`src/rtl/trng_pp_pkg.sv`:
```
// rtl/trng_pp_pkg.sv - shared constants and byte type for the TRNG post-processing chain
package trng_pp_pkg;

  localparam int PP_BYTE_W = 8;
  localparam int PP_BCNT_W = 3;

  typedef logic [PP_BYTE_W-1:0] pp_byte_t;

endpackage

```
`src/rtl/von_neumann_corrector.sv`:
```
// rtl/von_neumann_corrector.sv - von Neumann debiaser; pairs qualified bits, emits first bit of 01/10 pairs
module von_neumann_corrector (
  input  logic CLK,
  input  logic RST_N,
  input  logic BIT_IN,
  input  logic BIT_VALID,
  output logic VN_BIT,
  output logic VN_VALID
);

  logic half_q, half_d;
  logic flag_q, flag_d;

  always_comb begin
    half_d = half_q;
    flag_d = flag_q;
    if (BIT_VALID) begin
      if (!flag_q) begin
        half_d = BIT_IN;
        flag_d = 1'b1;
      end else begin
        flag_d = 1'b0;
      end
    end
  end

  always_ff @(posedge CLK or negedge RST_N) begin
    if (!RST_N) begin
      half_q <= 1'b0;
      flag_q <= 1'b0;
    end else begin
      half_q <= half_d;
      flag_q <= flag_d;
    end
  end

  // Output is combinational so the emitted bit reaches the shifter in the same cycle.
  assign VN_BIT   = half_q;
  assign VN_VALID = BIT_VALID & flag_q & (half_q ^ BIT_IN);

endmodule

```
`src/rtl/trng_byte_packer.sv`:
```
// rtl/trng_byte_packer.sv - MSB-first bit-to-byte packer with drop-on-full holding register
// Optional debiasing enabled by defining TRNG_VON_NEUMANN_EN.
module trng_byte_packer
  import trng_pp_pkg::*;
#(
  parameter int DROP_CNT_W = 16
) (
  input  logic                  CLK,
  input  logic                  RST_N,
  input  logic                  BIT_IN,
  input  logic                  BIT_VALID,
  output pp_byte_t              D_OUT,
  output logic                  D_VALID,
  input  logic                  D_READY,
  output logic                  OVERFLOW,
  output logic [DROP_CNT_W-1:0] DROP_CNT,
  input  logic                  CLR_OVF
);

  localparam logic [PP_BCNT_W-1:0]  BCNT_ONE  = 1;
  localparam logic [PP_BCNT_W-1:0]  BCNT_LAST = '1;
  localparam logic [DROP_CNT_W-1:0] CNT_ONE   = 1;
  localparam logic [DROP_CNT_W-1:0] CNT_MAX   = '1;

  logic acc_bit;
  logic acc_valid;

`ifdef TRNG_VON_NEUMANN_EN
  von_neumann_corrector u_vn (
    .CLK       (CLK),
    .RST_N     (RST_N),
    .BIT_IN    (BIT_IN),
    .BIT_VALID (BIT_VALID),
    .VN_BIT    (acc_bit),
    .VN_VALID  (acc_valid)
  );
`else
  assign acc_bit   = BIT_IN;
  assign acc_valid = BIT_VALID;
`endif

  // Only the seven oldest bits need storing; the eighth arrives with completion.
  logic [PP_BYTE_W-2:0]  sr_q, sr_d;
  logic [PP_BCNT_W-1:0]  bcnt_q, bcnt_d;
  pp_byte_t              d_out_q, d_out_d;
  logic                  d_valid_q, d_valid_d;
  logic                  ovf_q, ovf_d;
  logic [DROP_CNT_W-1:0] drop_cnt_q, drop_cnt_d;
  logic                  complete, load, drop;

  always_comb begin
    complete   = acc_valid && (bcnt_q == BCNT_LAST);
    load       = complete && (!d_valid_q || D_READY);
    drop       = complete && !load;
    sr_d       = sr_q;
    bcnt_d     = bcnt_q;
    d_out_d    = d_out_q;
    d_valid_d  = d_valid_q;
    ovf_d      = ovf_q;
    drop_cnt_d = drop_cnt_q;

    if (acc_valid) begin
      sr_d   = {sr_q[PP_BYTE_W-3:0], acc_bit};
      bcnt_d = bcnt_q + BCNT_ONE;
    end

    if (load) begin
      d_out_d   = {sr_q, acc_bit};
      d_valid_d = 1'b1;
    end else if (d_valid_q && D_READY) begin
      d_valid_d = 1'b0;
    end

    // A drop in the same cycle as a clear leaves a count of exactly one.
    if (drop) begin
      ovf_d      = 1'b1;
      drop_cnt_d = CLR_OVF ? CNT_ONE :
                   (drop_cnt_q == CNT_MAX) ? CNT_MAX : drop_cnt_q + CNT_ONE;
    end else if (CLR_OVF) begin
      ovf_d      = 1'b0;
      drop_cnt_d = '0;
    end
  end

  always_ff @(posedge CLK or negedge RST_N) begin
    if (!RST_N) begin
      sr_q       <= '0;
      bcnt_q     <= '0;
      d_out_q    <= '0;
      d_valid_q  <= 1'b0;
      ovf_q      <= 1'b0;
      drop_cnt_q <= '0;
    end else begin
      sr_q       <= sr_d;
      bcnt_q     <= bcnt_d;
      d_out_q    <= d_out_d;
      d_valid_q  <= d_valid_d;
      ovf_q      <= ovf_d;
      drop_cnt_q <= drop_cnt_d;
    end
  end

  assign D_OUT    = d_out_q;
  assign D_VALID  = d_valid_q;
  assign OVERFLOW = ovf_q;
  assign DROP_CNT = drop_cnt_q;

endmodule

```
`config.mk`:
```
export PLATFORM = sky130hd
export DESIGN_NAME = trng_byte_packer
export DESIGN_NICKNAME = d
export VERILOG_FILES = /design/src/rtl/trng_pp_pkg.sv /design/src/rtl/von_neumann_corrector.sv /design/src/rtl/trng_byte_packer.sv
export SDC_FILE = /design/constraint.sdc
export NUM_CORES = 1
export LEC_CHECK = 0
export ABC_AREA = 1
export CORE_UTILIZATION = 60
export DETAILED_ROUTE_END_ITERATION = 8
export DONT_BUFFER_PORTS = 1
export PLACE_DENSITY_LB_ADDON = 0.25
export SLEW_MARGIN = 25
export SYNTH_ARGS = -nofsm -noshare
export SYNTH_HDL_FRONTEND = slang
export SYNTH_HIERARCHICAL = 1
export SYNTH_SLANG_ARGS = --single-unit
```
`constraint.sdc`:
```
create_clock -name CLK -period 1.9 [get_ports CLK]
set_input_delay 0.38 -clock CLK [delete_from_list [all_inputs] [get_ports CLK]]
set_output_delay 0.38 -clock CLK [all_outputs]
set_load 0.01 [all_outputs]
```
# After elaboration in Yosys (flattened, before gate mapping)
# Cells that the tools add are included.
# totals
reg_bits	36
latchBits	0
mem_bits_rw	0
rom_bits	0
input_bits	6
out_inout_bits	26
elab_cells	27
memories	0
# op_classes
addsub	2
n_mul	0
div_mod_pow	0
n_lt_le_gt_ge	0
eq_ne	2
n_shift	0
muxes	8
bitwise	0
n_reduce_logical	9
# ops
cell	count
$mux W16	4
$add A16 B1 Y16 const B	1
$eq A16 B16 Y1 const B	1
$logic_and A1 B1 Y1	4
$mux W1	4
$reduce_bool A2 Y1	2
$add A3 B1 Y3 const B	1
$eq A3 B3 Y1 const B	1
$logic_not A1 Y1	2
$logic_or A1 B1 Y1	1

# Depth between registers and ports, before layout
# Gate-level depths: netlist of the first run.
# depth
ltp_word	6
depth_mapped	10
depth_no_buf	9

# Worst setup path after synthesis of the first run
# Ideal clock, no wire load.
# synth_timing
kind	register -> register
startpoint	reg bcnt_q[0]
endpoint	reg drop_cnt_q[3] (netlist: DROP_CNT[3])
setup_time_ps	65
arrival_time_ps	1393
required_time_ps	1835
setup_slack_ps	442
path_stages_with_launch	11
n_path_buf	1
period_less_slack_ps	1458
cell_sequence	dfrtp_1 -> ha_1 -> ha_1 -> nand2_1 -> inv_1 -> nand2_2 -> nand2_1 -> inv_2 -> buf_2 -> nand2_1 -> nand2_1
# synth_via
elab_chain_cells	6
word_cells_on_any_way	7
cone_classes	eq/ne: 1; mux: 1; reduce/logical: 5
# synth_rtl
item	line	source
start: declaration	trng_byte_packer.sv:44	logic [PP_BCNT_W-1:0] bcnt_q, bcnt_d;
start signal: assignment	trng_byte_packer.sv:95	bcnt_q <= bcnt_d;
$eq A3 B3 Y1 (*)	trng_byte_packer.sv:52	complete = acc_valid && (bcnt_q == BCNT_LAST);
$logic_and A1 B1 Y1 (*)	trng_byte_packer.sv:52	
$logic_and A1 B1 Y1	trng_byte_packer.sv:53	load = complete && (!d_valid_q || D_READY);
$logic_not A1 Y1	trng_byte_packer.sv:54	drop = complete && !load;
$logic_and A1 B1 Y1 (*)	trng_byte_packer.sv:54	
$mux W16 or $reduce_bool A2 Y1 (tied branches)	n/a	
end signal: assignment	trng_byte_packer.sv:99	drop_cnt_q <= drop_cnt_d;
end: declaration	trng_byte_packer.sv:48	logic [DROP_CNT_W-1:0] drop_cnt_q, drop_cnt_d;
# Every way passes the cells marked *; elsewhere a longest branch is shown, timed or not.
# A chain may end at the register's enable or synchronous reset.

# Final worst setup path of the first run
# layout_timing
startpoint	reg drop_cnt_q[1] (netlist: DROP_CNT[1])
endpoint	reg drop_cnt_q[6] (netlist: DROP_CNT[6])
# layout_via
elab_chain_cells	4
word_cells_on_any_way	5
cone_classes	add/sub: 1; eq/ne: 1; mux: 3
# layout_rtl
item	line	source
$add A16 B1 Y16 or $eq A16 B16 Y1 (tied branches)	trng_byte_packer.sv:78	(drop_cnt_q == CNT_MAX) ? CNT_MAX : drop_cnt_q + CNT_ONE;
$mux W16 (*)	trng_byte_packer.sv:78	
$mux W16 (*)	trng_byte_packer.sv:77	drop_cnt_d = CLR_OVF ? CNT_ONE :
$mux W16 (*)	trng_byte_packer.sv:75	if (drop) begin
# Marked as above.

==> results of run 1 <==
cells in the mapped netlist, drive strengths merged:
master	n
xor2	7
xnor2	1
a31oi	1
nand4	3
nand2	85
nand3	15
mux2	3
nor2	14
buf	5
clkbuf	1
o21ai	23
inv	32
nor3	1
ha	3
dfrtp	36
o21a	1
registers in the layout, summed over array words and instances (netlist names):
| register | cells |
|---|---|
| sr_q | 7 |
| DROP_CNT | 16 |
| D_OUT | 8 |
| bcnt_q | 3 |
| D_VALID | 1 |
| OVERFLOW | 1 |
worst reg2reg max path: stages (launching register included):
cell and delay [ps]:
dfrtp_1 490, ha_1 250, nand3_2 130, inv_2 120
nand2_4 70, nor2_4 120, nand2_4 150, nand2_1 110
nand2_1 50, o21ai_0 80
stage by stage:
step / hold WS (ps) / instance area, µm² / worst slack (ps) / util, % / total power [µW]
after detailed placement: 85.1 / 1890 / 309 / 66.2 / 1260
after global routing: 109 / 1980 / 112 / 69.4 / 1800
after CTS: 114 / 1980 / 273 / 69.4 / 1710
after floorplan: 84.4 / 1880 / 442 / - / 1200
after global placement: 85.2 / 1890 / 309 / 66.2 / 1240
final: 131 / 1980 / 259 / 69.4 / 1690
power groups by stage:
stage | clock network (µW) | logic, µW | registers [µW]
floorplan | 0 | 179 | 1020
global placement | 0 | 210 | 1030
detailed placement | 0 | 224 | 1040
CTS | 443 | 245 | 1020
global route | 471 | 289 | 1040
finish | 431 | 241 | 1020
kinds of logic (layout without fill, tap and decap cells):
kind of cell    after synthesis  after routing  synth area share, %
compound gates               25             25                 7.19
xor+xnor                      8              8                 3.73
flops                        36             36                 47.9
buf+inv                      38             43                 8.39
simple gates                118            118                 29.0
mux                           3              3                 1.80
fa+ha+maj                     3              3                 2.00
repair_timing:
action                                 4_1_cts  5_1_grt
resized for setup                            0        0
buffers inserted                             0        0
endpoints found under the hold margin       36        0
setup endpoints to repair                    0        0
hold buffers                                 2        0
area by class of cell:
class / count / area, µm²
clock buffer: 7 / 55.1
clock inverter: 1 / 7.51
sequential: 36 / 901
multi-input combinational: 157 / 821
timing repair buffer: 3 / 37.5
inverter: 32 / 120
tap: 31 / 38.8
fill: 236 / 872
worst min-delay path by stage:
stage / start / end / slack [ps]
floorplan: RST_N / DROP_CNT[0] / 80
global placement: RST_N / D_OUT[5] / 90
detailed placement: RST_N / D_OUT[4] / 90
CTS: BIT_VALID / bcnt_q[0] / 110
global route: BIT_VALID / bcnt_q[0] / 110
finish: BIT_VALID / bcnt_q[0] / 130
metal layers:
layer	GRT usage (%)	routed length, µm
met1	37.5	1800
met4	8.50	37
met5	0	0
met2	32.2	1500
met3	6.03	232
==> impl_metrics.json, run 1 <==
{
  "crit_path_max_fanout": 15,
  "non_filler_instance_count_after_layout": 267,
  "place.port_buffers": 0,
  "drt-total-wl_mm": 3.57,
  "ctsHtreeMaxLevel": 2,
  "crit_type": "reg -> reg",
  "yosys_register_bits": 36,
  "worst_setup_path_start": "DROP_CNT[1]",
  "antenna_found_initial": 0,
  "failing_checks": "DRC",
  "cts_tree": "yes",
  "crit_arrival_ps": 1890,
  "finalSetupViolations": 0,
  "timing.final.max_slew_violations": 0,
  "crit_cells": 9,
  "synth_area_leaders": "dfrtp_1, nand2_1, inv_1",
  "route.antenna.remaining_nets": 0,
  "max_stage_delay_ps": 490,
  "antenna-diode-count": 0,
  "most-common-layout-cells": "nand2_1, dfrtp_1, inv_1",
  "drt_first_pass_iters": 8,
  "clock_power_share_pct": 25.4,
  "powerDensity_nw_per_um2": 856,
  "final_hold_viol_count": 0,
  "syn_avg_cell_area_um2": 8.14,
  "clock_skew_ps": 6.99,
  "worst_slew_margin_rel_pct": 72.1,
  "share_comb_of_total_power_pct": 14.2,
  "final_min_period_over_clock_period_pct": 86.4,
  "reg_to_reg_start": "DROP_CNT[1]",
  "grt_setup_unrepaired": "false",
  "type_of_the_worst_min_delay_path": "in -> reg",
  "yosys_warnings": 6,
  "gp_congestion": 0.871,
  "cpLargestDelayFamily": "simple AND/OR/NAND/NOR gates",
  "core_area_um2": 2850,
  "cp_data_required_time_ps": 2150,
  "cts_max_path_buffers": 2,
  "critPathSlowestCell": "dfrtp_1",
  "grt_first_pass_wirelength_mm": 6.07,
  "grt_max_degree": 37,
  "route.vias.total": 1430,
  "grt_remaining_overflow": 0,
  "start_util_pct": 65.9,
  "die_width_um": 58.0,
  "synth_top_cell_by_area": "dfrtp_1",
  "grt_pass1_vias": 1312,
  "seq_power_share_pct": 60.4,
  "cts.clk_slew.worst_paths_ps": 110,
  "number_of_instances_in_the_synthesized_netlist": 231,
  "crit_chain": "ha_1 > nand3_2 > inv_2 > nand2_4 > nor2_4 > nand2_4 > nand2_1 > nand2_1 > o21ai_0",
  "internal_power_uw": 1190,
  "outcome": "finished, violations left",
  "chipHeight_um": 58.0,
  "min_cycle_time_layout_ps": 1640,
  "gr-usage-all-layers_pct": 24.0,
  "crit-reg2reg-capture": "DROP_CNT[6]",
  "worst_skew_pair_latency_ps": 330,
  "power.share.switching_pct": 29.7,
  "clock_sinks": 36,
  "power_leakage_uw": 0.00107,
  "cts_buffers": 5,
  "vdd.ir_drop.worst_mv": 0.575,
  "bufs_and_invs_on_worst_path": 1,
  "startpoint_type": "register",
  "yosys.cell_types.count": 25,
  "top_level_i_o_count": 32,
  "routedWlPerCell_um": 13.4,
  "finalSetupTns_ps": 0,
  "final_nets": 244,
  "yosysTopAreaCellShare_pct": 47.9,
  "achievable-frequency_ghz": 0.609,
  "detail_route.iter0.violations": 116,
  "worstMarginPinSlew_ps": 418,
  "core.rowCount": 19,
  "min_path_cells": 1,
  "synthesis.nets": 240,
  "reg2reg_slack_ps": 260,
  "timing.reg2reg.worst_path_depth": 9,
  "synth_seq_area_share_pct": 47.9,
  "timing.critical_path.to": "DROP_CNT[6]",
  "layout-drive-gt1-share_pct": 11.9,
  "area_growth_syn_to_layout_pct": 5.39,
  "cell_count_post_placement": 257,
  "cts_root_buf": "clkbuf_4",
  "syn-cell-area_um2": 1880,
  "final_common_cell": "nand2_1",
  "endpoint_kind": "register",
  "die_area_um2": 3360,
  "dpl.hpwl_mm": 2.55,
  "switching_power_uw": 504,
  "detail_route.vias_per_cell": 5.36,
  "drc_errors": 5,
  "max_cap_viol_count": 0
}
(Power assumes the default switching activity.)
==> run 2: changes to the inputs <==
--- a/config.mk
+++ b/config.mk
@@ -6,9 +6,11 @@
 export NUM_CORES = 1
 export LEC_CHECK = 0
 export ABC_AREA = 1
+export CORE_MARGIN = 2
 export CORE_UTILIZATION = 60
 export DETAILED_ROUTE_END_ITERATION = 8
 export DONT_BUFFER_PORTS = 1
+export MAX_ROUTING_LAYER = met4
 export PLACE_DENSITY_LB_ADDON = 0.25
 export SLEW_MARGIN = 25
 export SYNTH_ARGS = -nofsm -noshare
==> impl_metrics.json, run 2 (same netlist as run 1, synthesis figures left out) <==
{
  "route.vias.total": 1414,
  "cts.clk_slew.worst_paths_ps": 110,
  "fillCellCount": 256,
  "vdd.ir_drop.worst_mv": 0.529,
  "grt_remaining_overflow": 0,
  "startpoint_type": "register",
  "dpl.hpwl_mm": 2.45,
  "cts_tree": "yes",
  "cp_data_required_time_ps": 2150,
  "cts_max_path_buffers": 2,
  "gr-usage-all-layers_pct": 23.0,
  "preCtsSetupSlack_ps": 270,
  "crit_arrival_ps": 1890,
  "worst_skew_pair_latency_ps": 330,
  "power.total_uw": 1770,
  "internal_power_uw": 1290,
  "min_path_cells": 1,
  "reg2reg_slack_ps": 260,
  "grt_pass1_vias": 1319,
  "place.port_buffers": 0,
  "final_nets": 244,
  "antenna-diode-count": 0,
  "ctsHtreeMaxLevel": 2,
  "fin_area_um2": 2010,
  "switching_power_uw": 484,
  "final_hold_viol_count": 0,
  "drt-total-wl_mm": 3.36,
  "grt_first_pass_wirelength_mm": 5.91,
  "antenna_found_initial": 0,
  "drt_first_pass_iters": 4,
  "post_dp_cell_area_um2": 1900,
  "outcome": "finished, final reports clean",
  "largest_reg_flops": 16,
  "final_core_util_pct": 66.4,
  "clock_power_share_pct": 29.1,
  "multiInputGateArea_um2": 821,
  "cts_root_buf": "clkbuf_4",
  "powerDensity_nw_per_um2": 880,
  "min_cycle_time_layout_ps": 1640,
  "finalSetupTns_ps": 0,
  "top_level_i_o_count": 32,
  "chipHeight_um": 60.0,
  "achievable-frequency_ghz": 0.609,
  "finalSetupViolations": 0,
  "type_of_the_worst_min_delay_path": "in -> reg",
  "sequential_cell_area_um2": 901,
  "reg_to_reg_start": "DROP_CNT[0]",
  "area_growth_syn_to_layout_pct": 6.99,
  "route.antenna.remaining_nets": 0,
  "detail_route.vias_per_cell": 5.05,
  "timing.final.max_slew_violations": 0,
  "gp_congestion": 0.856,
  "timing.reg2reg.worst_path_depth": 9,
  "clock_sinks": 36,
  "max_cap_viol_count": 0,
  "timing.critical_path.to": "DROP_CNT[5]",
  "worstMarginPinSlew_ps": 398,
  "routedWlPerCell_um": 12.0,
  "most-common-layout-cells": "nand2_1, dfrtp_1, inv_1",
  "core_area_um2": 3030,
  "drc_errors": 0,
  "crit-reg2reg-capture": "DROP_CNT[5]",
  "layout-drive-gt1-share_pct": 11.9,
  "final_critical_path_setup_slack_ps": 257,
  "worst_setup_path_start": "DROP_CNT[0]",
  "endpoint_kind": "register",
  "post-cts-setup-buffer-count": 0,
  "die_width_um": 60.0,
  "crit_path_max_fanout": 15,
  "seq_power_share_pct": 57.6,
  "final_min_period_over_clock_period_pct": 86.5,
  "share_comb_of_total_power_pct": 13.3,
  "start_util_pct": 62.1,
  "worst_slew_margin_rel_pct": 73.4,
  "clock_skew_ps": 6.35,
  "crit_type": "reg -> reg",
  "final_common_cell": "nand2_1",
  "cts_buffers": 5,
  "core.rowCount": 20,
  "power_leakage_uw": 0.00109,
  "detail_route.iter0.violations": 65,
  "grt_setup_unrepaired": "false",
  "power.share.switching_pct": 27.4,
  "die_area_um2": 3600,
  "grt_max_degree": 37
}
[run 2: area by class of cell]
type	instances	area share, %
Clock buffer	6	2.05
Tap cell	44	2.74
Clock inverter	2	1.74
Sequential cell	36	44.8
Timing Repair Buffer	3	1.87
Multi-Input combinational cell	157	40.8
Inverter	32	5.97
[run 2: worst min path at each step]
stage	from	end
global placement	RST_N	D_OUT[5]
finish	BIT_VALID	bcnt_q[0]
floorplan	RST_N	DROP_CNT[0]
CTS	BIT_VALID	bcnt_q[0]
detailed placement	RST_N	sr_q[6]
global route	BIT_VALID	bcnt_q[0]
[run 2: power groups by stage]
stage	registers, µW	logic (µW)	clock network (µW)
floorplan	1020	179	0
global placement	1030	204	0
detailed placement	1040	221	0
CTS	1020	244	537
global route	1040	290	570
finish	1020	236	515
[run 2: critical path, cell delays in order (launching register included)]
cell     delay (ps)
dfrtp_1         480
ha_1            250
nand3_2         140
inv_2           110
nand2_4          70
nor2_4          110
nand2_4         150
nand2_1         110
nand2_1          50
o21ai_0          90
[run 2: per-stage QoR]
step	std cells	hold slack, ps
detailed placement	270	85.1
global placement	270	85.1
global route	280	108
finish	280	127
floorplan	231	84.4
CTS	280	105
[run 2: metal layers]
layer / share of wire, % / up-vias / track usage (%)
met3: 6.4 / 4 / 5.84
met1: 48 / 640 / 30.3
li1: - / 728 / -
met5: 0 / - / -
met2: 44 / 42 / 32.8
met4: 1.4 / 0 / 11.7
[run 2: repair_timing]
action / in CTS / in global routing
hold buffers: 2 / 0
hold endpoints to repair: 36 / 0
resized for setup: 0 / 0
